### config.mk
export PLATFORM = sky130hd
export DESIGN_NAME = wb_rr_arbiter
export DESIGN_NICKNAME = d
export VERILOG_FILES = /design/src/rtl/wb_rr_arbiter.sv
export SDC_FILE = /design/constraint.sdc
export NUM_CORES = 1
export LEC_CHECK = 0
export CORE_AREA = 2 2 166 168
export CTS_BUF_LIST = sky130_fd_sc_hd__clkbuf_8
export DETAILED_ROUTE_END_ITERATION = 8
export DIE_AREA = 0 0 168 170
export SYNTH_ARGS = -nofsm -noshare
export SYNTH_HDL_FRONTEND = slang
export SYNTH_SLANG_ARGS = --single-unit
### constraint.sdc
create_clock -name i_clk -period 3.2 [get_ports i_clk]
set_input_delay 0.64 -clock i_clk [delete_from_list [all_inputs] [get_ports i_clk]]
set_output_delay 0.64 -clock i_clk [all_outputs]
set_load 0.1 [all_outputs]
### src/rtl/wb_rr_arbiter.sv
// Round-robin Wishbone arbiter: N masters share one slave port.
// Define WB_ARB_TIMEOUT_EN to force-release a grant held too long.
module wb_rr_arbiter #(
  parameter int N       = 4,
  parameter int TIMEOUT = 255
) (
  input  logic            i_clk,
  input  logic            i_rst_n,
  input  logic [N*32-1:0] i_wb_m_adr,
  input  logic [N*32-1:0] i_wb_m_dat,
  input  logic [N*4-1:0]  i_wb_m_sel,
  input  logic [N-1:0]    i_wb_m_we,
  input  logic [N-1:0]    i_wb_m_cyc,
  output logic [31:0]     o_wb_m_rdt,
  output logic [N-1:0]    o_wb_m_ack,
  output logic [31:0]     o_wb_s_adr,
  output logic [31:0]     o_wb_s_dat,
  output logic [3:0]      o_wb_s_sel,
  output logic            o_wb_s_we,
  output logic            o_wb_s_cyc,
  input  logic [31:0]     i_wb_s_rdt,
  input  logic            i_wb_s_ack,
  output logic [N-1:0]    o_grant,
  output logic            o_timeout
);

  localparam int PW = (N > 1) ? $clog2(N) : 1;

  typedef enum logic {
    IDLE,
    BUSY
  } state_t;

  state_t        state_q, state_d;
  logic [PW-1:0] ptr_q, ptr_d;
  logic [PW-1:0] gidx_q, gidx_d;
  logic [N-1:0]  grant_q, grant_d;
  logic [PW-1:0] pick;
  logic [PW-1:0] ptr_nxt;
  logic          found;
  logic          tmo;

  logic [31:0] adr_a [N];
  logic [31:0] dat_a [N];
  logic [3:0]  sel_a [N];

  for (genvar k = 0; k < N; k++) begin : g_unpack
    assign adr_a[k] = i_wb_m_adr[32*k +: 32];
    assign dat_a[k] = i_wb_m_dat[32*k +: 32];
    assign sel_a[k] = i_wb_m_sel[4*k +: 4];
  end

  function automatic int wrap_idx(input int p, input int i);
    int s;
    s = p + i;
    if (s >= N) s = s - N;
    return s;
  endfunction

  // First requester at or after ptr, wrapping N-1 -> 0
  always_comb begin
    found = 1'b0;
    pick  = '0;
    for (int i = 0; i < N; i++) begin
      if (!found && i_wb_m_cyc[wrap_idx(int'(ptr_q), i)]) begin
        found = 1'b1;
        pick  = PW'(wrap_idx(int'(ptr_q), i));
      end
    end
  end

  assign ptr_nxt = (gidx_q == PW'(N - 1)) ? '0 : gidx_q + 1'b1;

`ifdef WB_ARB_TIMEOUT_EN
  localparam int CW = $clog2(TIMEOUT + 1);

  logic [CW-1:0] cnt_q;

  assign tmo = (state_q == BUSY) && !i_wb_s_ack &&
               (cnt_q == CW'(TIMEOUT));

  always_ff @(posedge i_clk or negedge i_rst_n) begin
    if (!i_rst_n) begin
      cnt_q <= '0;
    end else if (state_q != BUSY) begin
      cnt_q <= '0;
    end else if (!i_wb_s_ack && cnt_q != CW'(TIMEOUT)) begin
      cnt_q <= cnt_q + 1'b1;
    end
  end
`else
  assign tmo = 1'b0;
`endif

  always_comb begin
    state_d = state_q;
    ptr_d   = ptr_q;
    gidx_d  = gidx_q;
    grant_d = grant_q;
    unique case (state_q)
      IDLE: begin
        if (found) begin
          state_d = BUSY;
          gidx_d  = pick;
          grant_d = N'(1) << pick;
        end
      end
      BUSY: begin
        // ack takes precedence, but all three release paths do the same
        if (i_wb_s_ack || !i_wb_m_cyc[gidx_q] || tmo) begin
          state_d = IDLE;
          grant_d = '0;
          ptr_d   = ptr_nxt;
        end
      end
      default: state_d = IDLE;
    endcase
  end

  always_ff @(posedge i_clk or negedge i_rst_n) begin
    if (!i_rst_n) begin
      state_q <= IDLE;
      ptr_q   <= '0;
      gidx_q  <= '0;
      grant_q <= '0;
    end else begin
      state_q <= state_d;
      ptr_q   <= ptr_d;
      gidx_q  <= gidx_d;
      grant_q <= grant_d;
    end
  end

  always_comb begin
    o_wb_s_adr = '0;
    o_wb_s_dat = '0;
    o_wb_s_sel = '0;
    o_wb_s_we  = 1'b0;
    o_wb_s_cyc = 1'b0;
    o_wb_m_ack = '0;
    if (state_q == BUSY) begin
      o_wb_s_adr         = adr_a[gidx_q];
      o_wb_s_dat         = dat_a[gidx_q];
      o_wb_s_sel         = sel_a[gidx_q];
      o_wb_s_we          = i_wb_m_we[gidx_q];
      o_wb_s_cyc         = i_wb_m_cyc[gidx_q] & ~tmo;
      o_wb_m_ack[gidx_q] = i_wb_s_ack | tmo;
    end
  end

  assign o_wb_m_rdt = tmo ? 32'hDEAD_BEEF : i_wb_s_rdt;
  assign o_grant    = grant_q;
  assign o_timeout  = tmo;

endmodule

==> results of run 1 <==
[worst max-delay path, delay by kind of cell, from the launching register on]
| family | cells | cell delay [ns] |
|---|---|---|
| flops | 1 | 0.74 |
| mux | 1 | 0.56 |
| buf+inv | 2 | 0.44 |
| simple gates | 1 | 0.22 |
[flip-flops by register name, indices dropped and copies added, names as in the netlist]
signal,count
o_grant,4
gidx_q,2
ptr_q,2
state_q,1
[power by group]
group,switching (W),internal [W]
Sequential,0.000275,0.000176
Combinational,0.00518,0.00321
Clock,0.0000537,0.0000843
[metal layers]
layer	vias up	track usage	routed length, um
met5	-	0	0
met4	0	0.0242	235
met3	20	0.0216	1340
met2	212	0.210	9160
met1	1784	0.133	6740
li1	1598	-	-
[cells by family (layout without fill, tap and decap cells)]
group,after synthesis,in the layout,synth area share
buf+inv,63,384,0.134
mux,74,74,0.551
simple gates,92,92,0.188
other cells,1,2,0.00128
compound gates,13,13,0.0320
fa+ha+maj,4,4,0.0171
flops,9,9,0.0767
[placed cells by master (no fill, tap or decap), types with 2 or more instances in the layout]
| cell type | synthesis | layout |
|---|---|---|
| sky130_fd_sc_hd__mux2_4 | 2 | 2 |
| sky130_fd_sc_hd__and3_1 | 7 | 7 |
| sky130_fd_sc_hd__clkbuf_8 | 0 | 3 |
| sky130_fd_sc_hd__and2_1 | 69 | 69 |
| sky130_fd_sc_hd__buf_12 | 0 | 63 |
| sky130_fd_sc_hd__nand2_1 | 2 | 2 |
| sky130_fd_sc_hd__dfrtp_1 | 9 | 6 |
| sky130_fd_sc_hd__ha_1 | 4 | 4 |
| sky130_fd_sc_hd__mux4_2 | 69 | 69 |
| sky130_fd_sc_hd__dfrtp_4 | 0 | 2 |
| sky130_fd_sc_hd__buf_4 | 39 | 30 |
| sky130_fd_sc_hd__clkdlybuf4s50_1 | 0 | 282 |
| sky130_fd_sc_hd__o21ai_1 | 2 | 2 |
| sky130_fd_sc_hd__nand3_1 | 2 | 2 |
| sky130_fd_sc_hd__nor2_1 | 5 | 5 |
| sky130_fd_sc_hd__o31ai_1 | 3 | 3 |
| sky130_fd_sc_hd__a31o_1 | 2 | 2 |
| sky130_fd_sc_hd__a21oi_1 | 3 | 3 |
| sky130_fd_sc_hd__inv_1 | 4 | 5 |
[worst paths after layout]
check                                 startpoint                     end  depth (start not counted)
setup / recovery           gidx_q[0]$_DFFE_PN0P_          o_wb_s_dat[22]                          4
hold / removal              ptr_q[0]$_DFFE_PN0P_    ptr_q[0]$_DFFE_PN0P_                          2
setup reg to reg           gidx_q[1]$_DFFE_PN0P_  o_grant[3]$_DFFE_PN0P_                          4
hold reg to reg             ptr_q[0]$_DFFE_PN0P_    ptr_q[0]$_DFFE_PN0P_                          2
max in group asynchronous                i_rst_n   gidx_q[0]$_DFFE_PN0P_                          1
min in group asynchronous                i_rst_n  o_grant[2]$_DFFE_PN0P_                          1
[layout make-up]
class / count / area share
Multi-Input combinational cell: 184 / 0.316
Antenna cell: 1 / 0.000340
Clock buffer: 3 / 0.00561
Tap cell: 341 / 0.0580
Clock inverter: 1 / 0.000510
Inverter: 5 / 0.00255
Sequential cell: 9 / 0.0318
Timing Repair Buffer: 375 / 0.586
[metrics by stage]
stage                     instance area [um^2]   util  setup WS, ns  hold slack, ns
after floorplan                           2940      -         0.536           0.344
after global placement                    7310  0.274         0.381           0.505
after detailed placement                  7310  0.274         0.390           0.511
after CTS                                 7360  0.276         0.266           0.525
after global routing                      7360  0.276         0.239           0.553
final                                     7360  0.276         0.335           0.526
==> Implementation_results.wiki, run 1 <==
{| class="wikitable"
! Metric !! Value
|-
| Outcome || completed
|-
| Vias per std cell || a little under 4
|-
| Synthesized instance count || 256
|-
| Clock latency reported for the late side of the worst-skew pair || 0.24 ns
|-
| Most area-consuming cells after synthesis || sky130_fd_sc_hd__mux4_2 53%, sky130_fd_sc_hd__and2_1 15%, sky130_fd_sc_hd__buf_4 10%
|-
| Share of layout cells above drive strength 1 || 0.300
|-
| Critical-path cell with the highest stage delay || sky130_fd_sc_hd__dfrtp_4
|-
| Final hold violation count || 0
|-
| Register bit total from synthesis || 9
|-
| Via Count || 3614
|-
| Top-area cell type share of the netlist area || 0.529
|-
| Power after layout || roughly 0.0090 W
|-
| Total congestion overflow || 0
|-
| Antenna viol nets, final || 0
|-
| Resize count post-CTS || 0
|-
| Critical path, cell by cell || buf_4 > mux4_2 > and2_1 > buf_12
|-
| Slowest Stage Delay on Critical Path || ~0.74 ns
|-
| Primary FF master, synth || sky130_fd_sc_hd__dfrtp_1
|-
| First-pass iteration count of the detailed router || 4
|-
| CP max FO || 22
|-
| Power per Cell Area || 1220 mW/mm^2
|-
| H-tree levels || 1
|-
| Effective utilization at floorplan || 0.110
|-
| Clock Tree Buf Depth || 2
|-
| Final setup violating endpoints || 0
|-
| Final period util || 0.895
|-
| Area of the die || 0.0286 mm^2
|-
| Number of buffers added by the clock tree synthesis step || 3
|-
| Global-route wire length before repair || roughly 24000 um
|-
| Nets@finish || 897
|-
| Relative slew margins || 0.547
|-
| Wire length per cell after detailed routing || 19.0 um
|-
| Footprint of the multi-input gates || 0.00232 mm^2
|-
| Register cell area after layout || 234 um^2
|-
| Horizontal die dimension || 168 um
|-
| Startpoint types || flop
|-
| Cell area after synthesis || 0.00294 mm^2
|-
| Leakage power || 2.74 nW
|-
| Floorplan core area || 0.0267 mm^2
|-
| Transition time at the pin with the least slew margin || 0.680 ns
|-
| Critical Path End Type || output port
|-
| Synth async-reset ratio || 1.00
|-
| Final slew viol count || 0
|-
| Worst endpoint required time || 2.56 ns
|-
| Synth top cells by count || 69 x sky130_fd_sc_hd__and2_1, 69 x sky130_fd_sc_hd__mux4_2, 39 x sky130_fd_sc_hd__buf_4
|-
| EDFF count, synth || 0
|-
| I/O pins || 426
|-
| Final setup skew || a little under 0.003 ns
|-
| Number of library cell types mapped by synthesis || 32
|-
| Worst Setup Path Type || reg2out
|-
| Final Critical Period || approximately 2.9 ns
|-
| Count of placed standard cells including taps || between 900 and 1000
|-
| Max-cap check violation count || 0
|-
| Global Route Usage Sum || 0.112
|-
| Layout area overhead || 151%
|-
| Detailed Route WL || around 17000 um
|-
| Setup repair after global routing missed its margin || false
|-
| Number of rows in the core area || 60
|-
| Die Y-Extent || 170 um
|-
| Internal reg-to-reg setup slack || roughly 1.2 ns
|-
| Syn_nets || roughly 580
|-
| VDD IR-drop max || 0.592 mV
|-
| Root cell of the clock tree || sky130_fd_sc_hd__clkbuf_8
|-
| Library cell occupying the most area in the post-synthesis netlist || sky130_fd_sc_hd__mux4_2
|-
| Average cell area after synthesis || 11.5 um^2
|-
| Arr. time, crit path || 2.23 ns
|-
| Count of synthesis-stage warnings from yosys || 0
|-
| Number of filler instances in the final layout || 2747
|-
| TritonCTS clock tree || yes
|-
| Hold Path Class || reg2reg
|-
| Antenna violations before repair || 1
|-
| DRC violation count after routing || 0
|-
| Iteration-0 DRC Markers || 82
|-
| Largest net degree at the start of global routing || 40
|-
| Post-synthesis sequential area ratio || 0.0767
|-
| Post-CTS Setup Repair Bufs || 0
|-
| Post-Layout Cell Count || 919
|-
| Final weighted congestion in routability-driven placement || between 0.7 and 0.8
|-
| Clock edge transition at the registers on the reported setup and hold paths || roughly 0.050 ns
|-
| Total clock sinks || 9
|-
| Number of hold buffers added after CTS || 0
|-
| Number of global-route vias before repair || 3955
|-
| Sum of negative setup slack || 0 ns
|-
| Buffers on Ports || 360
|-
| DP Wirelength || 15100 um
|-
| Upper clock frequency limit || 349 MHz
|}
Note: power is estimated with default switching activity, not from simulation.
==> run 2, diff against run 1 <==
- CORE_AREA: 2 2 166 168 -> 2 2 163 165
- DIE_AREA: 0 0 168 170 -> 0 0 165 167
- clock period: 3.2 -> 2.5 ns (I/O delays scaled with it)
==> run 2 against run 1 <==
  * Die area decreased by 3.5%
  * Power rose by 35%
  * Cell area rose by 4.1%
  * Sequential share of layout area shrank 0.12 points
  * Count of clock-buffer cells in the layout stayed put
  * Combinational power up 38%
==> Implementation_results.wiki, run 2 (synthesis gave the netlist of run 1 again) <==
{| class="wikitable"
! Metric !! Value
|-
| Count of placed standard cells including taps || 905 (-0.98%)
|-
| Hold path depth || 2 (unchanged)
|-
| Antenna violations before repair || 0 (-1)
|-
| Layout area overhead || 161%
|-
| Clock Tree Buf Depth || 2 (unchanged)
|-
| H-tree levels || 1 (unchanged)
|-
| Final weighted congestion in routability-driven placement || 0.807 (+4.2%)
|-
| DP Wirelength || 14700 um (-2.6%)
|-
| Largest net degree at the start of global routing || 42 (+5.0%)
|-
| Global Route Usage Sum || 0.115 (+0.00272)
|-
| Leading cell type in the layout, fill and taps excluded || sky130_fd_sc_hd__clkdlybuf4s50_1
|-
| Clock latency reported for the late side of the worst-skew pair || 0.24 ns (about the same)
|-
| I/O pins || 426 (unchanged)
|-
| Max FFs per register || 4 (unchanged)
|-
| Upper clock frequency limit || 410 MHz
|-
| Vias per std cell || 3.88 (-1.3%)
|-
| Total clock sinks || 9 (unchanged)
|-
| Smallest hold slack || 0.518 ns (-0.00749 ns)
|-
| Nets@finish || 900 (+0.33%)
|-
| Effective utilization at floorplan || 0.114 (+0.00379)
|-
| CP max FO || 13 (-41%)
|-
| Leakage power || 2.84 nW (+4.0%)
|-
| Detailed Route WL || 17700 um (+1.3%)
|-
| Final setup skew || 0.00682 ns (+0.00387 ns)
|-
| First-pass iteration count of the detailed router || 4 (unchanged)
|-
| Iteration-0 DRC Markers || 67 (-18%)
|-
| Source of the worst register-to-register timing path || gidx_q[1]$_DFFE_PN0P_
|-
| Sum of negative setup slack || 0 ns (unchanged)
|-
| Worst endpoint required time || 2.00 ns (-0.56 ns)
|-
| Hold_sp || ptr_q[0]$_DFFE_PN0P_
|-
| Root cell of the clock tree || sky130_fd_sc_hd__clkbuf_8
|-
| Register-to-Register Path Depth || 5 (+1)
|-
| Power per Cell Area || 1580 mW/mm^2 (+30%)
|-
| Final core area utilization || 0.297 (+0.0212)
|-
| Die Y-Extent || 167 um (-1.8%)
|-
| Worst Setup Path Type || reg2out
|-
| Floorplan core area || 0.0258 mm^2 (-3.3%)
|-
| Arr. time, crit path || 1.94 ns (-0.29 ns)
|-
| Final Critical Period || 2.44 ns
|-
| Capture endpoint of the worst hold path || ptr_q[0]$_DFFE_PN0P_
|-
| Startpoint types || flop
|-
| R2r endpoint || o_grant[3]$_DFFE_PN0P_
|-
| VDD IR-drop max || 1.12 mV (+89%)
|-
| Final period util || 0.975
|-
| Critical Path End Type || output port
|-
| Clock edge transition at the registers on the reported setup and hold paths || 0.05 ns (about the same)
|-
| Worst Setup Slack, final || 0.0625 ns (-0.272 ns)
|-
| Number of global-route vias before repair || 3891 (-1.6%)
|-
| Antenna viol nets, final || 0 (unchanged)
|-
| Global-route wire length before repair || 23900 um (-2.4%)
|-
| Number of buffers added by the clock tree synthesis step || 3 (unchanged)
|-
| Wire length per cell after detailed routing || 19.3 um (+1.7%)
|-
| Horizontal die dimension || 165 um (-1.8%)
|-
| Number of rows in the core area || 59 (-1.7%)
|-
| Hold Path Class || reg2reg
|-
| Final hold violation count || 0 (unchanged)
|-
| Number of hold buffers added after CTS || 0 (unchanged)
|-
| Final setup violating endpoints || 0 (unchanged)
|-
| DRC violation count after routing || 0 (unchanged)
|-
| Outcome || completed
|-
| Post-Layout Cell Count || 915 (-0.44%)
|-
| Total congestion overflow || 0 (unchanged)
|-
| Max-cap check violation count || 0 (unchanged)
|-
| Leading cell types in the layout, fill and taps excluded || 282 x sky130_fd_sc_hd__clkdlybuf4s50_1, 77 x sky130_fd_sc_hd__buf_12, 69 x sky130_fd_sc_hd__mux4_2, 63 x sky130_fd_sc_hd__and2_1, 13 x sky130_fd_sc_hd__buf_4
|-
| Share of layout cells above drive strength 1 || 0.316 (+0.0157)
|-
| Final slew viol count || 0 (unchanged)
|-
| Place WS || 0.0438 ns (-0.346 ns)
|-
| Internal reg-to-reg setup slack || 0.53 ns (-0.62 ns)
|-
| Area of the die || 0.0276 mm^2 (-3.5%)
|-
| TritonCTS clock tree || yes
|-
| Via Count || 3551 (-1.7%)
|-
| Number of diodes || 0 (-1)
|-
| Buffers on Ports || 360 (unchanged)
|}
run 2: cell count changes in the layout (fill, tap and decap cells not counted):
cell                        change
sky130_fd_sc_hd__buf_4         -17
sky130_fd_sc_hd__clkbuf_16      +3
sky130_fd_sc_hd__clkinv_2       +1
sky130_fd_sc_hd__buf_12        +14
sky130_fd_sc_hd__buf_16         +2
sky130_fd_sc_hd__inv_1          -1
sky130_fd_sc_hd__and2_1         -6
sky130_fd_sc_hd__buf_6          +1
sky130_fd_sc_hd__diode_2        -1
sky130_fd_sc_hd__and2_4         +6
run 2: what timing repair did:
action / 4_1_cts / 5_1_grt
setup buffers: 0 / 3
endpoints found under the setup margin: 1 / 27
gates cloned: 0 / 3
pin swaps: 0 / 0
endpoints found under the hold margin: 0 / 0
resized for setup: 3 / 6
run 2: critical path: stages (launching register included):
cell	delay (ns)
sky130_fd_sc_hd__dfrtp_4	0.46
sky130_fd_sc_hd__buf_4	0.15
sky130_fd_sc_hd__clkbuf_16	0.19
sky130_fd_sc_hd__mux4_2	0.49
sky130_fd_sc_hd__and2_1	0.22
sky130_fd_sc_hd__buf_12	0.18
run 2: area by class of cell:
type                       instances  area, um^2
fill                            2603       18100
timing repair buffer             378        4600
multi-input combinational        184        2340
tap                              335         419
sequential                         9         234
clock buffer                       3        41.3
inverter                           5        18.8
clock inverter                     1        5.00
run 2: worst max path at each step:
stage               cells past startpoint              to                   from  slack [ns]
floorplan                               4      o_wb_s_cyc  gidx_q[1]$_DFFE_PN0P_        0.03
global placement                        4  o_wb_s_dat[31]        i_wb_m_dat[127]        0.04
detailed placement                      4  o_wb_s_dat[31]        i_wb_m_dat[127]        0.04
CTS                                     5  o_wb_s_dat[27]  gidx_q[0]$_DFFE_PN0P_      -0.004
global route                            5  o_wb_s_dat[24]  gidx_q[0]$_DFFE_PN0P_      -0.008
finish                                  5       o_wb_s_we  gidx_q[0]$_DFFE_PN0P_        0.06
run 2: per-stage QoR:
step | area, um^2 | total power (W)
3_5_place_dp | 7470 | 0.0117
2_1_floorplan | 2940 | 0.00774
5_1_grt | 7660 | 0.0125
4_1_cts | 7530 | 0.0119
3_3_place_gp | 7470 | 0.0117
6_report | 7660 | 0.0121
run 2: power by group:
group          switching, W  total (W)  internal (W)
Combinational       0.00703     0.0116       0.00458
Sequential        0.0000888   0.000319      0.000230
Clock             0.0000605   0.000169      0.000109
run 2: routing by layer:
metal  wire, um  global-route usage  share of wire
met4        193              0.0193          0.011
met3       1950              0.0334           0.11
met5          0                   0              0
met2       8690               0.201           0.49
met1       6850               0.140           0.39
